### config.mk
export PLATFORM = sky130hd
export DESIGN_NAME = reg_scoreboard_ctrl
export DESIGN_NICKNAME = d
export VERILOG_FILES = /design/src/rtl/reg_scoreboard_ctrl_pkg.sv /design/src/rtl/reg_scoreboard_ctrl_rr_arbiter.sv /design/src/rtl/reg_scoreboard_ctrl.sv
export SDC_FILE = /design/constraint.sdc
export NUM_CORES = 1
export LEC_CHECK = 0
export BUFFER_PORTS_ARGS = -buffer_cell sky130_fd_sc_hd__buf_2
export CAP_MARGIN = 20
export CELL_PAD_IN_SITES_DETAIL_PLACEMENT = 0
export CELL_PAD_IN_SITES_GLOBAL_PLACEMENT = 1
export CORE_MARGIN = 10
export CORE_UTILIZATION = 35
export CTS_BUF_LIST = sky130_fd_sc_hd__clkbuf_16
export CTS_CLUSTER_DIAMETER = 40
export DETAILED_ROUTE_END_ITERATION = 8
export PLACE_DENSITY = 0.92
export SYNTH_ARGS = -nofsm -noshare
export SYNTH_HDL_FRONTEND = slang
export SYNTH_HIERARCHICAL = 1
export SYNTH_SLANG_ARGS = --single-unit
### constraint.sdc
create_clock -name clk -period 3.6 [get_ports clk]
set_input_delay 0 -clock clk [delete_from_list [all_inputs] [get_ports clk]]
set_output_delay 0 -clock clk [all_outputs]
set_load 0.02 [all_outputs]
### src/rtl/reg_scoreboard_ctrl_pkg.sv
// reg_scoreboard_ctrl_pkg: shared instruction-definition constants and helpers for the register scoreboard
package reg_scoreboard_ctrl_pkg;
  localparam int DEF_LEN_REG = 32;
  localparam int DEF_NUM_REGS = 8;
  localparam int DEF_LEN_REGNO = 3;
  localparam int DEF_NUM_FU = 2;
  typedef enum logic [1:0] {
    XFER_NONE,
    XFER_WB,
    XFER_ERR
  } xfer_e;
  function automatic int unsigned next_rr(input int unsigned idx, input int unsigned n);
    return (idx + 1) % n;
  endfunction
endpackage

### src/rtl/reg_scoreboard_ctrl_rr_arbiter.sv
// rr_arbiter: one-hot round-robin grant with a priority pointer that moves past each winner
module rr_arbiter
  import reg_scoreboard_ctrl_pkg::*;
#(
  parameter int NUM_FU = DEF_NUM_FU,
  localparam int IW = NUM_FU > 1 ? $clog2(NUM_FU) : 1
) (
  input  logic              clk,
  input  logic              rst,
  input  logic [NUM_FU-1:0] req,
  output logic [NUM_FU-1:0] gnt,
  output logic              gnt_any
);
  logic [IW-1:0] ptr;
  logic [IW-1:0] k;
  logic [IW-1:0] gnt_idx;
  // first requester found scanning upward from the pointer, wrapping around
  always_comb begin
    gnt = '0;
    gnt_any = 1'b0;
    gnt_idx = '0;
    k = '0;
    for (int i = 0; i < NUM_FU; i++) begin
      k = IW'((int'(ptr) + i) % NUM_FU);
      if (!gnt_any && req[k]) begin
        gnt_any = 1'b1;
        gnt_idx = k;
        gnt[k] = 1'b1;
      end
    end
  end
  // pointer advances to the slot after the winner on every grant
  always_ff @(posedge clk or posedge rst)
    if (rst) ptr <= '0;
    else if (gnt_any) ptr <= IW'(next_rr(int'(gnt_idx), NUM_FU));
endmodule

### src/rtl/reg_scoreboard_ctrl.sv
// reg_scoreboard_ctrl: issue hazard check, reservation request and arbitrated FU writeback for a register file
module reg_scoreboard_ctrl
  import reg_scoreboard_ctrl_pkg::*;
#(
  parameter int LEN_REG = DEF_LEN_REG,
  parameter int NUM_REGS = DEF_NUM_REGS,
  parameter int LEN_REGNO = DEF_LEN_REGNO,
  parameter int NUM_FU = DEF_NUM_FU
) (
  input  logic                      clk,
  input  logic                      rst,
  input  logic                      issue_valid_i,
  output logic                      issue_ready_o,
  input  logic [LEN_REGNO-1:0]      issue_rs1_i,
  input  logic [LEN_REGNO-1:0]      issue_rs2_i,
  input  logic [LEN_REGNO-1:0]      issue_rd_i,
  input  logic                      issue_use_rs1_i,
  input  logic                      issue_use_rs2_i,
  input  logic                      issue_wr_i,
  input  logic [NUM_REGS-1:0]       reserve_i,
  output logic [NUM_REGS-1:0]       w_reserve_o,
  input  logic [NUM_FU-1:0]         fu_valid_i,
  output logic [NUM_FU-1:0]         fu_ready_o,
  input  logic [NUM_FU*LEN_REGNO-1:0] fu_rd_i,
  input  logic [NUM_FU*LEN_REG-1:0] fu_data_i,
  output logic [NUM_REGS-1:0]       wb_o,
  output logic [LEN_REG-1:0]        wb_data_o,
  output logic                      err_o,
  output logic [15:0]               stall_cnt_o
);
  logic [NUM_REGS-1:0] rs1_oh, rs2_oh, rd_oh, fu_oh;
  logic [LEN_REGNO-1:0] sel_rd;
  logic [LEN_REG-1:0] sel_data;
  logic bad_issue, hazard, gnt_any;
  xfer_e xfer;
  rr_arbiter #(.NUM_FU(NUM_FU)) u_arb (
    .clk(clk),
    .rst(rst),
    .req(fu_valid_i),
    .gnt(fu_ready_o),
    .gnt_any(gnt_any)
  );
  // out-of-range numbers shift out to an all-zero one-hot, so they never match a reservation
  assign rs1_oh = NUM_REGS'(1) << issue_rs1_i;
  assign rs2_oh = NUM_REGS'(1) << issue_rs2_i;
  assign rd_oh = NUM_REGS'(1) << issue_rd_i;
  assign bad_issue = (issue_use_rs1_i && int'(issue_rs1_i) >= NUM_REGS) ||
                     (issue_use_rs2_i && int'(issue_rs2_i) >= NUM_REGS) ||
                     (issue_wr_i && int'(issue_rd_i) >= NUM_REGS);
  assign hazard = |(reserve_i & ((issue_use_rs1_i ? rs1_oh : '0) |
                                 (issue_use_rs2_i ? rs2_oh : '0) |
                                 (issue_wr_i ? rd_oh : '0)));
  assign issue_ready_o = !(hazard || bad_issue);
  assign w_reserve_o = (issue_valid_i && issue_ready_o && issue_wr_i) ? rd_oh : '0;
  // route the granted FU's destination and data; grant is one-hot so at most one slice matches
  always_comb begin
    sel_rd = '0;
    sel_data = '0;
    for (int i = 0; i < NUM_FU; i++)
      if (fu_ready_o[i]) begin
        sel_rd = fu_rd_i[i*LEN_REGNO +: LEN_REGNO];
        sel_data = fu_data_i[i*LEN_REG +: LEN_REG];
      end
  end
  assign fu_oh = NUM_REGS'(1) << sel_rd;
  assign xfer = !gnt_any ? XFER_NONE :
                (int'(sel_rd) < NUM_REGS && |(reserve_i & fu_oh)) ? XFER_WB : XFER_ERR;
  // writeback pulse, held data, sticky error and saturating stall counter
  always_ff @(posedge clk or posedge rst)
    if (rst) begin
      wb_o <= '0;
      wb_data_o <= '0;
      err_o <= 1'b0;
      stall_cnt_o <= '0;
    end else begin
      wb_o <= xfer == XFER_WB ? fu_oh : '0;
      if (xfer == XFER_WB) wb_data_o <= sel_data;
      err_o <= err_o || xfer == XFER_ERR || (issue_valid_i && bad_issue);
      if (issue_valid_i && !issue_ready_o && stall_cnt_o != 16'hFFFF) stall_cnt_o <= stall_cnt_o + 16'd1;
    end
endmodule

### Yosys cells after proc, flatten, opt, wreduce, memory -nomap -nowiden

Index checks and enable logic that the tools add are counted.

* flip-flop bits (word level): 58
* input bits: 95
* logic and storage cells: 61

* bitwise gates (word level): 5
* magnitude comparators: 4
* shift operators: 4
* mux-type cells: 25
* $add $sub $neg: 3
* eq/ne operators: 3
* reductions and logical operators: 12

Operators with widths (count)
* 32-bit 2-to-1 mux: 2
* 8-bit 2-to-1 mux: 5
* 1-bit by 3-bit << shifter with 8-bit output, first input constant: 4
* 16-bit by 1-bit adder with 16-bit output, second input constant: 1
* 8-bit bitwise AND: 2
* 16-bit inequality test, second input constant: 1
* 8-bit OR: 2
* 8-bit OR reduction: 2
* 1-bit 2-to-1 mux: 10
* 2-bit 2-to-1 mux: 4
* 1-bit logical AND: 7
* 3-bit 2-to-1 mux: 2
* 1-bit by 2-bit less-than comparator with 1-bit output, second input constant: 2
* 1-bit adder, second input constant: 2
* 1-bit demux with 1-bit select: 2
* 2-bit by 1-bit == test with 1-bit output, second input constant: 1
* 2-bit == test, second input constant: 1
* 1-bit greater-or-equal comparator, second input constant: 2
* 1-bit logical NOT: 2
* 2-bit OR: 1
* 1-bit logical OR: 1

### Depth between registers and ports, before layout

Gate-level depths: netlist (run 1).

* depth in word-level cells: 16
* depth in mapped cells: 12
* depth with buffers taken out: 8

### By module

Netlist (run 1), hierarchy kept.

Modules (own cells, without submodules)
* reg_scoreboard_ctrl: area each 3099.2 um^2, cells an instance 324, instances 1
* rr_arbiter: area each 62.6 um^2, cells an instance 8, instances 1

### Worst setup path after synthesis (run 1)

Ideal clock, no wire load.

* kind: reg-to-reg
* from: register with a tool-made name
* to: register wb_data_o[0]
* arrival time: 2.624 ns
* period minus slack after synthesis: 2.707 ns
* stages on the path, launching flop included: 10
* buffers on the path: 2
* setup time: 0.083 ns
* setup slack: 0.893 ns
* cell sequence: dfrtp_1 > a21boi_0 > o21ai_0 > o21ai_0 > a21oi_1 > o41ai_2 > buf_2 > buf_2 > nand2_1 > o21ai_0

RTL lines
* end signal, assigned: RTL line reg_scoreboard_ctrl.sv:77 `if (xfer == XFER_WB) wb_data_o <= sel_data;`
* end, declared: RTL line reg_scoreboard_ctrl.sv:27 `output logic [LEN_REG-1:0] wb_data_o,`

==> results of run 1 <==
## power by group through the flow
| stage | sequential, W | clock, W | combinational [W] |
|---|---|---|---|
| after global placement | 0.000886 | 0 | 0.000704 |
| after floorplan | 0.00105 | 0 | 0.000269 |
| after detailed placement | 0.000893 | 0 | 0.000722 |
| after CTS | 0.000886 | 0.000809 | 0.000772 |
| after global routing | 0.000905 | 0.000835 | 0.000844 |
| final | 0.000888 | 0.000792 | 0.000771 |
## placed cells by master (no fill, tap or decap), types with 9 or more instances in the layout
cell type | synthesis | final
sky130_fd_sc_hd__a22oi_1 | 32 | 32
sky130_fd_sc_hd__dlygate4sd3_1 | 0 | 45
sky130_fd_sc_hd__xor2_1 | 13 | 13
sky130_fd_sc_hd__o21ai_0 | 37 | 37
sky130_fd_sc_hd__dfrtp_1 | 58 | 58
sky130_fd_sc_hd__nand2_1 | 44 | 44
sky130_fd_sc_hd__nor2_1 | 19 | 19
sky130_fd_sc_hd__buf_2 | 10 | 162
sky130_fd_sc_hd__clkbuf_16 | 0 | 9
sky130_fd_sc_hd__nand3_1 | 13 | 13
## final timing paths
kind	slack, ps	endpoint	cells after the start	start
max	690	wb_o[7]$_DFF_PP0_	8	flip-flop
min in group asynchronous	80	async pin	3	rst
min	3	wb_data_o[12]$_DFFE_PP0N_	3	fu_data_i[12]
max in group asynchronous	2470	wb_o[3]$_DFF_PP0_	4	rst
min reg2reg	450	err_o$_DFF_PP0_	1	err_o$_DFF_PP0_
max reg2reg	690	wb_o[7]$_DFF_PP0_	8	flip-flop
## area by class of cell
| type | instances | area, µm² |
|---|---|---|
| Clock buffer | 9 | 225 |
| Clock inverter | 6 | 50.0 |
| Fill cell | 818 | 3980 |
| Inverter | 5 | 18.8 |
| Multi-Input combinational cell | 246 | 1600 |
| Sequential cell | 58 | 1450 |
| Tap cell | 108 | 135 |
| Timing Repair Buffer | 213 | 1310 |
## flip-flops by register name, summed over array words and instances (netlist names), named ones only
register / cells
wb_o: 8
stall_cnt_o: 16
wb_data_o: 32
err_o: 1
## logic make-up (layout without fill, tap and decap cells)
logic type               count (synthesis)  in the layout  share of synthesized area [%]
AND/OR/NAND/NOR                        135            135                           25.5
AO/OA/AOI/OAI                           94             94                           19.3
flip-flops                              58             58                           45.9
buffers and inverters                   28            233                           4.31
XOR/XNOR                                14             14                           3.88
multiplexers                             2              2                          0.712
adder cells (fa/ha/maj)                  1              1                          0.396
## synth_stat cells, types with 2 or more instances
| master | count | area, µm² |
|---|---|---|
| sky130_fd_sc_hd__dfrtp_1 | 58 | 1450 |
| sky130_fd_sc_hd__nand2_1 | 44 | 165 |
| sky130_fd_sc_hd__o21ai_0 | 37 | 185 |
| sky130_fd_sc_hd__a22oi_1 | 32 | 240 |
| sky130_fd_sc_hd__nor2_1 | 19 | 71.3 |
| sky130_fd_sc_hd__nand3_1 | 13 | 65.1 |
| sky130_fd_sc_hd__xor2_1 | 13 | 114 |
| sky130_fd_sc_hd__buf_2 | 10 | 50.1 |
| sky130_fd_sc_hd__clkbuf_1 | 9 | 33.8 |
| sky130_fd_sc_hd__nand4b_1 | 8 | 70.1 |
| sky130_fd_sc_hd__nand4_1 | 7 | 43.8 |
| sky130_fd_sc_hd__a21oi_1 | 6 | 30.0 |
| sky130_fd_sc_hd__nor4bb_1 | 6 | 60.1 |
| sky130_fd_sc_hd__inv_1 | 5 | 18.8 |
| sky130_fd_sc_hd__nor3_1 | 5 | 25.0 |
| sky130_fd_sc_hd__nor4b_1 | 5 | 43.8 |
| sky130_fd_sc_hd__nor4_1 | 4 | 25.0 |
| sky130_fd_sc_hd__a31oi_1 | 3 | 18.8 |
| sky130_fd_sc_hd__nand2b_1 | 3 | 18.8 |
| sky130_fd_sc_hd__nor4_2 | 3 | 37.5 |
| sky130_fd_sc_hd__o21ai_1 | 3 | 15.0 |
| sky130_fd_sc_hd__a21o_1 | 2 | 15.0 |
| sky130_fd_sc_hd__and3b_1 | 2 | 17.5 |
| sky130_fd_sc_hd__and4_1 | 2 | 17.5 |
| sky130_fd_sc_hd__buf_6 | 2 | 22.5 |
| sky130_fd_sc_hd__mux2_1 | 2 | 22.5 |
| sky130_fd_sc_hd__nor3_2 | 2 | 20.0 |
| sky130_fd_sc_hd__o211ai_1 | 2 | 15.0 |
| sky130_fd_sc_hd__o31a_1 | 2 | 17.5 |
## per-layer routing
metal / vias up / global-route usage, %
li1: 1634 / -
met1: 1647 / 17.9
met2: 145 / 28.2
met3: 21 / 7.92
met4: 2 / 4.62
met5: - / 0
## worst reg2reg max path, cell delays in order, from the launching register on
cell                       delay (ps)
sky130_fd_sc_hd__dfrtp_1          400
sky130_fd_sc_hd__a21boi_0         610
sky130_fd_sc_hd__o21ai_0          180
sky130_fd_sc_hd__o21ai_0          360
sky130_fd_sc_hd__a21oi_1          160
sky130_fd_sc_hd__o41ai_4          390
sky130_fd_sc_hd__buf_4            420
sky130_fd_sc_hd__a21o_1           190
sky130_fd_sc_hd__nor2_1            60
## per-stage QoR
stage                     hold slack, ps  cell area [µm²]  std cells  setup WS [ps]
after floorplan                     -271             3160        332            893
after global placement              -146             4060        585            888
after detailed placement            -146             4060        585            727
after CTS                          0.909             4790        645            703
after global routing               0.559             4790        645            377
final                               3.03             4790        645            685
==> impl_metrics.yaml, run 1 <==
power:
  p_sw_w: 0.000854
  power.density_cell_area_mw_per_mm2: 512
  p_clk_share_pct: 32.3
  switching_share_pct: 34.9
  p_comb_share_pct: 31.4
  peakVddDrop_mv: 0.326
  internal_power_w: 0.00160
  power_w: 0.00245
  power_share_of_the_sequential_group_pct: 36.2
  static-leakage-power_nw: 2.36
timing:
  final_hold_viol_count: 0
  setup_viol: 0
  rsz0062_at_grt: "false"
  fmax_ghz: 0.343
  period_minus_slack_ps: 2910
  timing.final.crit_share_pct: 81.0
  skew_ps: 9.39
  relSlewSlack_pct: 45.8
  worst_pin_slew_ps: 813
  report.final.slew_viol_count: 0
  timing.setup.tns_ps: 0
route:
  antenna_left: 0
  remaining_drc_errors: 0
  top_layer_used: "met5"
  drt_pass1_iterations: 4
  routed_wl_mm: 11.4
  met3_wire_length_mm: 1.22
  num_vias: 3449
  wl_per_cell_um: 17.7
  wl_met1_mm: 4.37
  number_of_design_rule_violations_left_by_the_first_detailed_router_iteration: 166
  met2WireLength_mm: 5.67
  viasPerCell: 5.35
cts:
  cts-hold-fix-buffers: 45
  clock_sink_count: 58
  clkLatencyLatePin_ps: 320
  root_buffer: "sky130_fd_sc_hd__clkbuf_16"
  post-cts-setup-buffer-count: 0
  number_of_clock_buffers_inserted_by_tritoncts: 9
  cts_tree: "done"
  htree_num_levels: 3
  cts_max_path_buffers: 2
  cts.repair.resized: 0
  clkTransAtPathRegs_ps: 50
synth:
  synth-seq-area-share_pct: 45.9
  postSynthAreaPerCell_um2: 9.52
  synth_ff_type: "sky130_fd_sc_hd__dfrtp_1"
  number_of_warnings_reported_in_the_yosys_synthesis_log: 6
  distinct_cell_type_count_after_synthesis: 52
  asyncSetResetFlopFracSynth_pct: 100
  yosys_register_bits: 58
  syn_inst: 332
  mappedNetlistNets: 428
  netlist_area_mm2: 0.00316
  post_synth_edffs: 0
grt:
  grt_pass1_wl_mm: 17.7
  first_global_vias: 3448
  grt_start_max_net_pins: 48
  grt-ovfl-total: 0
  global_route.usage.total_pct: 16.5
  grt_antenna_before_repair: 1
worst_setup_path:
  delay_of_the_slowest_critical_path_stage_ps: 610
  cp_slowest_cell: "sky130_fd_sc_hd__a21boi_0"
  worst-endpoint-arrival_ps: 3100
  worstPathCellList: "a21boi_0 -> o21ai_0 -> o21ai_0 -> a21oi_1 -> o41ai_4 -> buf_4 -> a21o_1 -> nor2_1"
  critical_path.endpoint_type: "flip-flop"
  worstSetupStartpointType: "flip-flop"
  worst_path_max_fanout: 47
  critPathTopFamily: "compound AO/OA/AOI/OAI gates"
  cpMostUsedCell: "sky130_fd_sc_hd__o21ai_0"
  criticalPathCategory: "reg -> reg"
  worst-endpoint-required_ps: 3790
  timing.critical_path.buf_inv: 1
die:
  initial_core_util_pct: 36.1
  die-height_um: 115
  design.portCount: 163
  design.core.area_mm2: 0.00876
  floorplan.die_area_mm2: 0.0132
  chipWidth_um: 115
  placementRows: 34
layout:
  finish.net_count: 629
  syn_to_final_growth_pct: 51.4
  post_route_cells_drive_above_1_share_pct: 36.1
  layout.core_utilization_pct: 54.6
  antenna_cells: 0
outcome:
  result_of_the_run: "finished, final reports clean"
place:
  port-buffer-count: 162
  dp_hpwl_mm: 8.42
  gpl.final_weighted_congestion: 0.834
run:
  max-cap-violations: 0
hold_path:
  worst_hold_class: "in -> reg"
Note: power is estimated with default switching activity, not from simulation.
==> run 2, diff against run 1 <==
Settings changed: CORE_UTILIZATION 35 to 30, PLACE_DENSITY 0.92 to 0.85.
Clock period 3.6 ns to 2.39 ns, I/O delays scaled along.
==> impl_metrics.yaml, run 2 (synthesized netlist as in run 1, its figures left out) <==
die:
  design.core.area_mm2: 0.0103
  design.portCount: 163
  floorplan.die_area_mm2: 0.0150
  initial_core_util_pct: 30.8
  placementRows: 37
  die-height_um: 123
  chipWidth_um: 123
layout:
  post_route_cells_drive_above_1_share_pct: 38.7
  layout_common_cells: "162 x sky130_fd_sc_hd__buf_2, 58 x sky130_fd_sc_hd__dfrtp_1, 44 x sky130_fd_sc_hd__nand2_1, 39 x sky130_fd_sc_hd__dlygate4sd3_1, 34 x sky130_fd_sc_hd__o21ai_0"
  finish.net_count: 629
  final.fill_count: 997
  register_bank_with_the_most_flops: "wb_data_o"
  most_frequent_standard_cell_in_the_layout_excluding_fill_and_tap_cells: "sky130_fd_sc_hd__buf_2"
  layout.cells.non_filler: 677
  largest_register_ffs: 32
  largest_registers: "wb_data_o (32), stall_cnt_o (16), wb_o (8)"
  syn_to_final_growth_pct: 54.0
  post-route-cell-area_mm2: 0.00487
timing:
  holdWs_ps: 4.15
  skew_ps: 6.71
  fmax_ghz: 0.439
  timing.final.crit_share_pct: 95.4
  relSlewSlack_pct: 51.4
  setup_viol: 0
  post-route-worst-setup-slack_ps: 110
  final_hold_viol_count: 0
  report.final.slew_viol_count: 0
  worst_pin_slew_ps: 729
  period_minus_slack_ps: 2280
outcome:
  result_of_the_run: "finished, final reports clean"
hold_path:
  worst_hold_class: "in -> reg"
worst_setup_path:
  delay_of_the_slowest_critical_path_stage_ps: 420
  r2r_setup_slack_ps: 110
  critPathTopFamily: "compound AO/OA/AOI/OAI gates"
  criticalPathCategory: "reg -> reg"
  timing.critical_path.buf_inv: 4
  critical_path.endpoint_type: "flip-flop"
  worstPathCellList: "inv_1 -> a21boi_4 -> buf_6 -> and4b_1 -> a31oi_2 -> a21oi_2 -> o41ai_4 -> buf_4 -> buf_8 -> o21ai_0"
  worst-endpoint-arrival_ps: 2470
  worst-endpoint-required_ps: 2580
  worst_path_max_fanout: 32
  worstSetupStartpointType: "flip-flop"
  cp_slowest_cell: "sky130_fd_sc_hd__dfrtp_1"
grt:
  global_route.usage.total_pct: 14.2
  first_global_vias: 3465
  grt_pass1_wl_mm: 17.3
  grt_antenna_before_repair: 3
  grt-ovfl-total: 0
  grt_start_max_net_pins: 65
place:
  port-buffer-count: 162
  postPlaceCellArea_mm2: 0.00415
  place_ws_ps: -85.2
  place_inst: 617
  gpl.final_weighted_congestion: 0.825
  dp_hpwl_mm: 8.22
power:
  peakVddDrop_mv: 0.346
  power.density_cell_area_mw_per_mm2: 741
  static-leakage-power_nw: 2.39
cts:
  cts_max_path_buffers: 2
  clock_sink_count: 58
  htree_num_levels: 3
  root_buffer: "sky130_fd_sc_hd__clkbuf_16"
  clkLatencyLatePin_ps: 310
  number_of_clock_buffers_inserted_by_tritoncts: 9
  cts_tree: "done"
  clkTransAtPathRegs_ps: 50
route:
  num_vias: 3375
  drt_pass1_iterations: 4
  antenna_left: 0
  number_of_design_rule_violations_left_by_the_first_detailed_router_iteration: 175
  wl_per_cell_um: 16.5
  remaining_drc_errors: 0
  routed_wl_mm: 11.1
  viasPerCell: 4.99
run:
  max-cap-violations: 0
[run 2: worst paths after layout]
path | start | end | cells past startpoint
worst max-delay path | flip-flop | wb_data_o[3]$_DFFE_PP0N_ | 10
worst min register to register | err_o$_DFF_PP0_ | err_o$_DFF_PP0_ | 1
worst max register to register | flip-flop | wb_data_o[3]$_DFFE_PP0N_ | 10
max in group asynchronous | rst | wb_o[2]$_DFF_PP0_ | 4
min in group asynchronous | rst | async pin | 3
worst min-delay path | fu_data_i[17] | wb_data_o[17]$_DFFE_PP0N_ | 3
[run 2: worst register-to-register path, cell delays in order, from the launching register on]
cell	delay (ps)
sky130_fd_sc_hd__dfrtp_1	420
sky130_fd_sc_hd__inv_1	100
sky130_fd_sc_hd__a21boi_4	160
sky130_fd_sc_hd__buf_6	160
sky130_fd_sc_hd__and4b_1	210
sky130_fd_sc_hd__a31oi_2	200
sky130_fd_sc_hd__a21oi_2	80
sky130_fd_sc_hd__o41ai_4	290
sky130_fd_sc_hd__buf_4	200
sky130_fd_sc_hd__buf_8	210
sky130_fd_sc_hd__o21ai_0	130
[run 2: per-stage QoR]
step           power, W  TNS (ps)  util [%]
2_1_floorplan   0.00199         0         -
3_3_place_gp    0.00242     -6.27      40.4
3_5_place_dp    0.00245     -2110      40.4
4_1_cts         0.00362         0      46.7
5_1_grt         0.00383     -61.1      47.3
6_report        0.00361         0      47.4
[run 2: layout make-up]
type                       instances  area (µm²)  area share, %
multi-input combinational        246        1630           33.5
sequential                        58        1450           29.8
timing repair buffer             213        1330           27.4
clock buffer                       9         225           4.63
tap                              136         170           3.50
clock inverter                     7        30.0          0.617
inverter                           5        18.8          0.386
antenna                            3        7.51          0.154
[run 2: metal layers]
| metal | vias up | part of all wire (%) | GRT usage [%] |
|---|---|---|---|
| met4 | 0 | 0.83 | 3.31 |
| met1 | 1589 | 37 | 15.1 |
| met5 | - | 0 | 0 |
| met3 | 15 | 9.9 | 6.61 |
| li1 | 1640 | - | - |
| met2 | 131 | 52 | 25.0 |
[run 2: where the power goes]
| group | internal [W] | leakage [nW] | switching (W) |
|---|---|---|---|
| sequential | 0.00119 | 0.759 | 0.000153 |
| combinational | 0.000464 | 1.49 | 0.000725 |
| clock | 0.000677 | 0.140 | 0.000401 |
| total | 0.00233 | 2.39 | 0.00128 |
[run 2: repair_timing]
item | in CTS | in global routing
pin swaps | 0 | 2
hold buffers | 39 | 0
gates resized for setup | 1 | 12
endpoints found under the setup margin | 32 | 32
buffers inserted | 0 | 1
cloned | 0 | 1
endpoints found under the hold margin | 83 | 0
